$ cat src/rtl/alu_ctrl_pkg.sv
// Shared constants and state type for the ALU operation sequencer.
package alu_ctrl_pkg;

  localparam logic [4:0] ART = 5'd1;
  localparam logic [4:0] LOG = 5'd2;
  localparam logic [4:0] CRY = 5'd3;
  localparam logic [4:0] IMM = 5'd4;
  localparam logic [4:0] ST  = 5'd5;
  localparam logic [4:0] LD  = 5'd6;

  localparam logic [4:0] IMMED  = 5'd2;
  localparam logic [4:0] OP_MUL = 5'd10;
  localparam logic [4:0] OP_DIV = 5'd11;

  typedef enum logic [1:0] {IDLE, BUSY, HOLD} state_e;

endpackage

$ cat src/rtl/alu_op_decode.sv
// Combinational opcode/funct to ALU operation decoder.
// ALU_ILLEGAL_TRAP_EN: when defined, unknown opcodes raise illegal.
module alu_op_decode
  import alu_ctrl_pkg::*;
#(
  parameter int OPW = 5,
  parameter int FW  = 5
) (
  input  logic [OPW-1:0] opcode,
  input  logic [FW-1:0]  funct,
  output logic [FW-1:0]  operation,
  output logic           illegal,
  output logic           is_mc
);

  always_comb begin
    operation = '0;
    illegal   = 1'b0;
    is_mc     = 1'b0;
    if (opcode == OPW'(ART) || opcode == OPW'(LOG) || opcode == OPW'(CRY)) begin
      operation = funct;
    end else if (opcode == OPW'(IMM) || opcode == OPW'(ST) || opcode == OPW'(LD)) begin
      operation = FW'(IMMED);
    end else begin
`ifdef ALU_ILLEGAL_TRAP_EN
      illegal = 1'b1;
`endif
    end
    if (opcode == OPW'(ART) && (funct == FW'(OP_MUL) || funct == FW'(OP_DIV)))
      is_mc = 1'b1;
  end

endmodule

$ cat src/rtl/alu_op_sequencer.sv
// Registered ALU op sequencer: decode, multi-cycle BUSY hold-off, output HOLD.
// ALU_ILLEGAL_TRAP_EN (via alu_op_decode): enables illegal-opcode reporting.
module alu_op_sequencer
  import alu_ctrl_pkg::*;
#(
  parameter int OPW    = 5,
  parameter int FW     = 5,
  parameter int MC_LAT = 4
) (
  input  logic           clk,
  input  logic           rst,
  input  logic           flush,
  input  logic           in_valid,
  output logic           in_ready,
  input  logic [OPW-1:0] opcode,
  input  logic [FW-1:0]  funct,
  output logic           out_valid,
  input  logic           out_ready,
  output logic [FW-1:0]  operation,
  output logic           illegal,
  output logic           mc_busy
);

  localparam int CW = $clog2(MC_LAT + 1);

  state_e        state_q, state_d;
  logic [CW-1:0] cnt_q, cnt_d;
  logic [FW-1:0] operation_q, operation_d;
  logic          illegal_q, illegal_d;
  logic          out_valid_q, out_valid_d;
  logic          mc_busy_q, mc_busy_d;

  logic [FW-1:0] dec_op;
  logic          dec_ill;
  logic          dec_mc;
  logic          accept;

  alu_op_decode #(.OPW(OPW), .FW(FW)) u_decode (
    .opcode    (opcode),
    .funct     (funct),
    .operation (dec_op),
    .illegal   (dec_ill),
    .is_mc     (dec_mc)
  );

  // HOLD forwards out_ready so a new op can enter on the same cycle as the handoff.
  assign in_ready = (state_q == IDLE) || (state_q == HOLD && out_ready);
  assign accept   = in_valid && in_ready && !flush;

  always_comb begin
    state_d     = state_q;
    cnt_d       = cnt_q;
    operation_d = operation_q;
    illegal_d   = illegal_q;
    out_valid_d = out_valid_q;
    mc_busy_d   = mc_busy_q;
    if (flush) begin
      state_d     = IDLE;
      cnt_d       = '0;
      out_valid_d = 1'b0;
      mc_busy_d   = 1'b0;
    end else begin
      if (state_q == BUSY) begin
        if (cnt_q == '0) begin
          state_d     = HOLD;
          out_valid_d = 1'b1;
          mc_busy_d   = 1'b0;
        end else begin
          cnt_d = cnt_q - 1'b1;
        end
      end else if (state_q == HOLD && out_ready && !in_valid) begin
        state_d     = IDLE;
        out_valid_d = 1'b0;
      end
      if (accept) begin
        operation_d = dec_op;
        illegal_d   = dec_ill;
        if (dec_mc) begin
          state_d     = BUSY;
          cnt_d       = CW'(MC_LAT - 1);
          out_valid_d = 1'b0;
          mc_busy_d   = 1'b1;
        end else begin
          state_d     = HOLD;
          out_valid_d = 1'b1;
          mc_busy_d   = 1'b0;
        end
      end
    end
  end

  always_ff @(posedge clk or posedge rst) begin
    if (rst) begin
      state_q     <= IDLE;
      cnt_q       <= '0;
      operation_q <= '0;
      illegal_q   <= 1'b0;
      out_valid_q <= 1'b0;
      mc_busy_q   <= 1'b0;
    end else begin
      state_q     <= state_d;
      cnt_q       <= cnt_d;
      operation_q <= operation_d;
      illegal_q   <= illegal_d;
      out_valid_q <= out_valid_d;
      mc_busy_q   <= mc_busy_d;
    end
  end

  assign out_valid = out_valid_q;
  assign operation = operation_q;
  assign illegal   = illegal_q;
  assign mc_busy   = mc_busy_q;

endmodule

$ cat config.mk
export PLATFORM = sky130hd
export DESIGN_NAME = alu_op_sequencer
export DESIGN_NICKNAME = d
export VERILOG_FILES = /design/src/rtl/alu_ctrl_pkg.sv /design/src/rtl/alu_op_decode.sv /design/src/rtl/alu_op_sequencer.sv
export SDC_FILE = /design/constraint.sdc
export NUM_CORES = 1
export LEC_CHECK = 0
export CAP_MARGIN = 20
export CORE_MARGIN = 4
export CORE_UTILIZATION = 35
export DETAILED_ROUTE_END_ITERATION = 10
export PLACE_DENSITY = 0.78
export SKIP_LAST_GASP = 1
export SLEW_MARGIN = 20
export SYNTH_ARGS = -nofsm -noshare
export SYNTH_HDL_FRONTEND = slang
export SYNTH_SLANG_ARGS = --single-unit
$ cat constraint.sdc
create_clock -name clk -period 1.95 [get_ports clk]
set_input_delay 0.4875 -clock clk [delete_from_list [all_inputs] [get_ports clk]]
set_output_delay 0.4875 -clock clk [all_outputs]
set_load 0.03 [all_outputs]
==> impl_results.md <==
* Outcome: finished clean
* Post-synth top area share at 44.18%
* Most frequent cell after synthesis: dfrtp_1
* Arrival @ worst endpoint at 2080 ps
* Total grt overflow at 0
* Hold crit path type: flop to flop
* FF+latch count, synth at 11
* Number of nets in the layout at 114
* Crit path from: out_ready
* Worst IR Drop VDD at 0.2744 mV
* GP Congestion at 0.7769
* Crit Reg-Reg Startpoint: state_q[1]
* H-tree depth at 1
* Sequential share of the synthesized area at 44.18%
* Max_cap viols at 0
* Synth async-reset ratio at 100.0%
* Tmin final at 1896 ps
* CP startpoint kind: input pin
* Number of synthesized flops with an enable pin at 0
* Crit-path max FO at 5
* Syn nets at 82
* R2R depth at 4
* Vias/cell at 4.842
* Top cells by area, synth: dfrtp_1 (44%), a22o_1 (5.6%), ha_1 (4.0%), nor4_2 (4.0%), inv_1 (3.6%)
* Global-route wire length before repair at 2394 um
* Non-Filler Instances at 120
* Inst Count DP at 116
* Drt pass-1 iters at 4
* Pwr Density at 543.5 nW/um2
* Worst clock skew at 1.661 ps
* Routed Antenna Nets at 0
* Clock Sinks at 11
* Final instance area at 937.1 um2
* Share of cells above drive strength 1 at 14.58%
* Crit-path slowest cell: or4_1
* Overall Global Routing Usage at 12.16%
* Post-DP HPWL at 1169 um
* Die height at 50.20 um
* Initial DRC Count at 8
* Total core area at 1594 um2
* Crit path kind: input pin to flop
* Wire per inst at 11.65 um
* Slew Viols, Final at 0
* R2R Path End: mc_busy
* RSZ-0062 raised after global routing: false
* Die W at 50.20 um
* Top FF cell, synth: dfrtp_1
* Largest area contributor in the netlist: dfrtp_1
* Most frequent cells after synthesis: dfrtp_1 (11), inv_1 (6), nand2_1 (5)
* CTS max path bufs at 2
* Initial antenna violation count at 0
* Initial Util at 39.09%
* Worst skew pair latency at 260 ps
* Number of global-route vias before repair at 616
* Via count at 581
* Post-DP Area at 910.9 um2
* CTS tree: done
* Fin crit share at 97.22%
* Final hold violation count at 0
* Hold_sp: operation[1]
* Post-Synthesis Cells at 65
* Mean Syn Cell Area at 9.586 um2
* # DRC at 0
* Worst-path cell chain: clkdlybuf4s50_1 > nor2b_1 > or3_1 > or4_1 > o21ai_0
* Row cnt at 14
* Yosys cell types at 29
* CTS root buf: clkbuf_4
* WL final at 1398 um
* Tot Pwr at 0.5093 mW
* Post-CTS Repair Setup Buffers at 0
* Reg2Reg Setup Slack at 220 ps
* Area delta synth->final at 50.40%
* Setup tns final at 0 ps
* Syn Std Cell Area at 623.1 um2
* PostCTS Resize Cnt at 0
* Clk slew on worst S/H paths at 60 ps
* I/O Buffers at 22
* Full die area at 2520 um2
* Finish-stage setup viols at 0
* Critical path endpoint: mc_busy
* I/O Pins at 24
* Largest net degree at the start of global routing at 12
* Worst path max stage delay at 510 ps
* Number of inserted diodes at 0
* Leak Pwr at 0.4202 nW
* CTS Buf Count at 3
* Yosys warns at 0
* Hold-fix buffer count after cts at 0
* Max frequency at 527.5 MHz
* WP data required at 2130 ps
* CP endpoint kind: flop
[flip-flops by register name, summed over array words and instances (netlist names)]
register,count
state_q,2
operation,5
cnt_q,3
mc_busy,1
[critical path, delay by kind of cell]
family	cells	cell delay, ps
buf+inv	1	480
simple gates	3	1020
compound gates	1	90
[per-stage QoR]
step                hold WS [ps]  setup slack [ps]  util (%)
floorplan                  339.9             116.2         -
global placement           492.4            -157.6     57.14
detailed placement         490.1            -199.5     57.14
CTS                        505.0             59.56     58.79
global route               532.4             11.96     58.79
finish                     495.3             54.26     58.79
[placed cells by master (no fill, tap or decap), drive strengths merged, types with 2 or more instances in the layout]
| master | n |
|---|---|
| nand3b | 2 |
| nor2 | 4 |
| nor4 | 2 |
| o31ai | 2 |
| clkbuf | 4 |
| nand2 | 5 |
| a22o | 4 |
| buf | 8 |
| inv | 6 |
| clkdlybuf4s50 | 21 |
| nand2b | 2 |
| ha | 2 |
| o21ai | 2 |
| a21o | 2 |
| nor2b | 2 |
| a21oi | 4 |
| dfrtp | 11 |
[where the power goes]
group	switching (mW)	internal (mW)	leakage, nW
clock network	0.0687	0.0791	0.0150
registers	0.00722	0.236	0.151
logic	0.0566	0.0616	0.254
[how the worst min path moves through the flow]
| stage | to | depth (start not counted) | slack, ps |
|---|---|---|---|
| after floorplan | cnt_q[0] | 1 | 340 |
| after global placement | operation[1] | 2 | 490 |
| after detailed placement | operation[1] | 2 | 490 |
| after CTS | operation[1] | 2 | 510 |
| after global routing | operation[1] | 2 | 530 |
| final | operation[1] | 2 | 500 |
[layer usage]
layer  track usage [%]  share of wire [%]
met1             13.12                 42
met2             21.74                 48
met3             3.550                7.9
met4             5.530                1.9
met5                 0                  0
[cells by family after synthesis]
group,synth area share (%)
AOI/OAI and AO/OA,18.47
DFF,44.18
adders and majority gates,4.015
muxes,1.606
and+or+nand+nor,24.10
buffers and inverters,5.622
other,0.6018
xor gates and xnor gates,1.406
[area by class of cell]
cell class | instances | area (um2)
Clock buffer | 4 | 26.28
Multi-Input combinational cell | 46 | 312.8
Sequential cell | 11 | 275.3
Tap cell | 24 | 30.03
Fill cell | 134 | 656.9
Timing Repair Buffer | 29 | 270.3
Inverter | 6 | 22.52
Note: power is estimated with default switching activity, not from simulation.
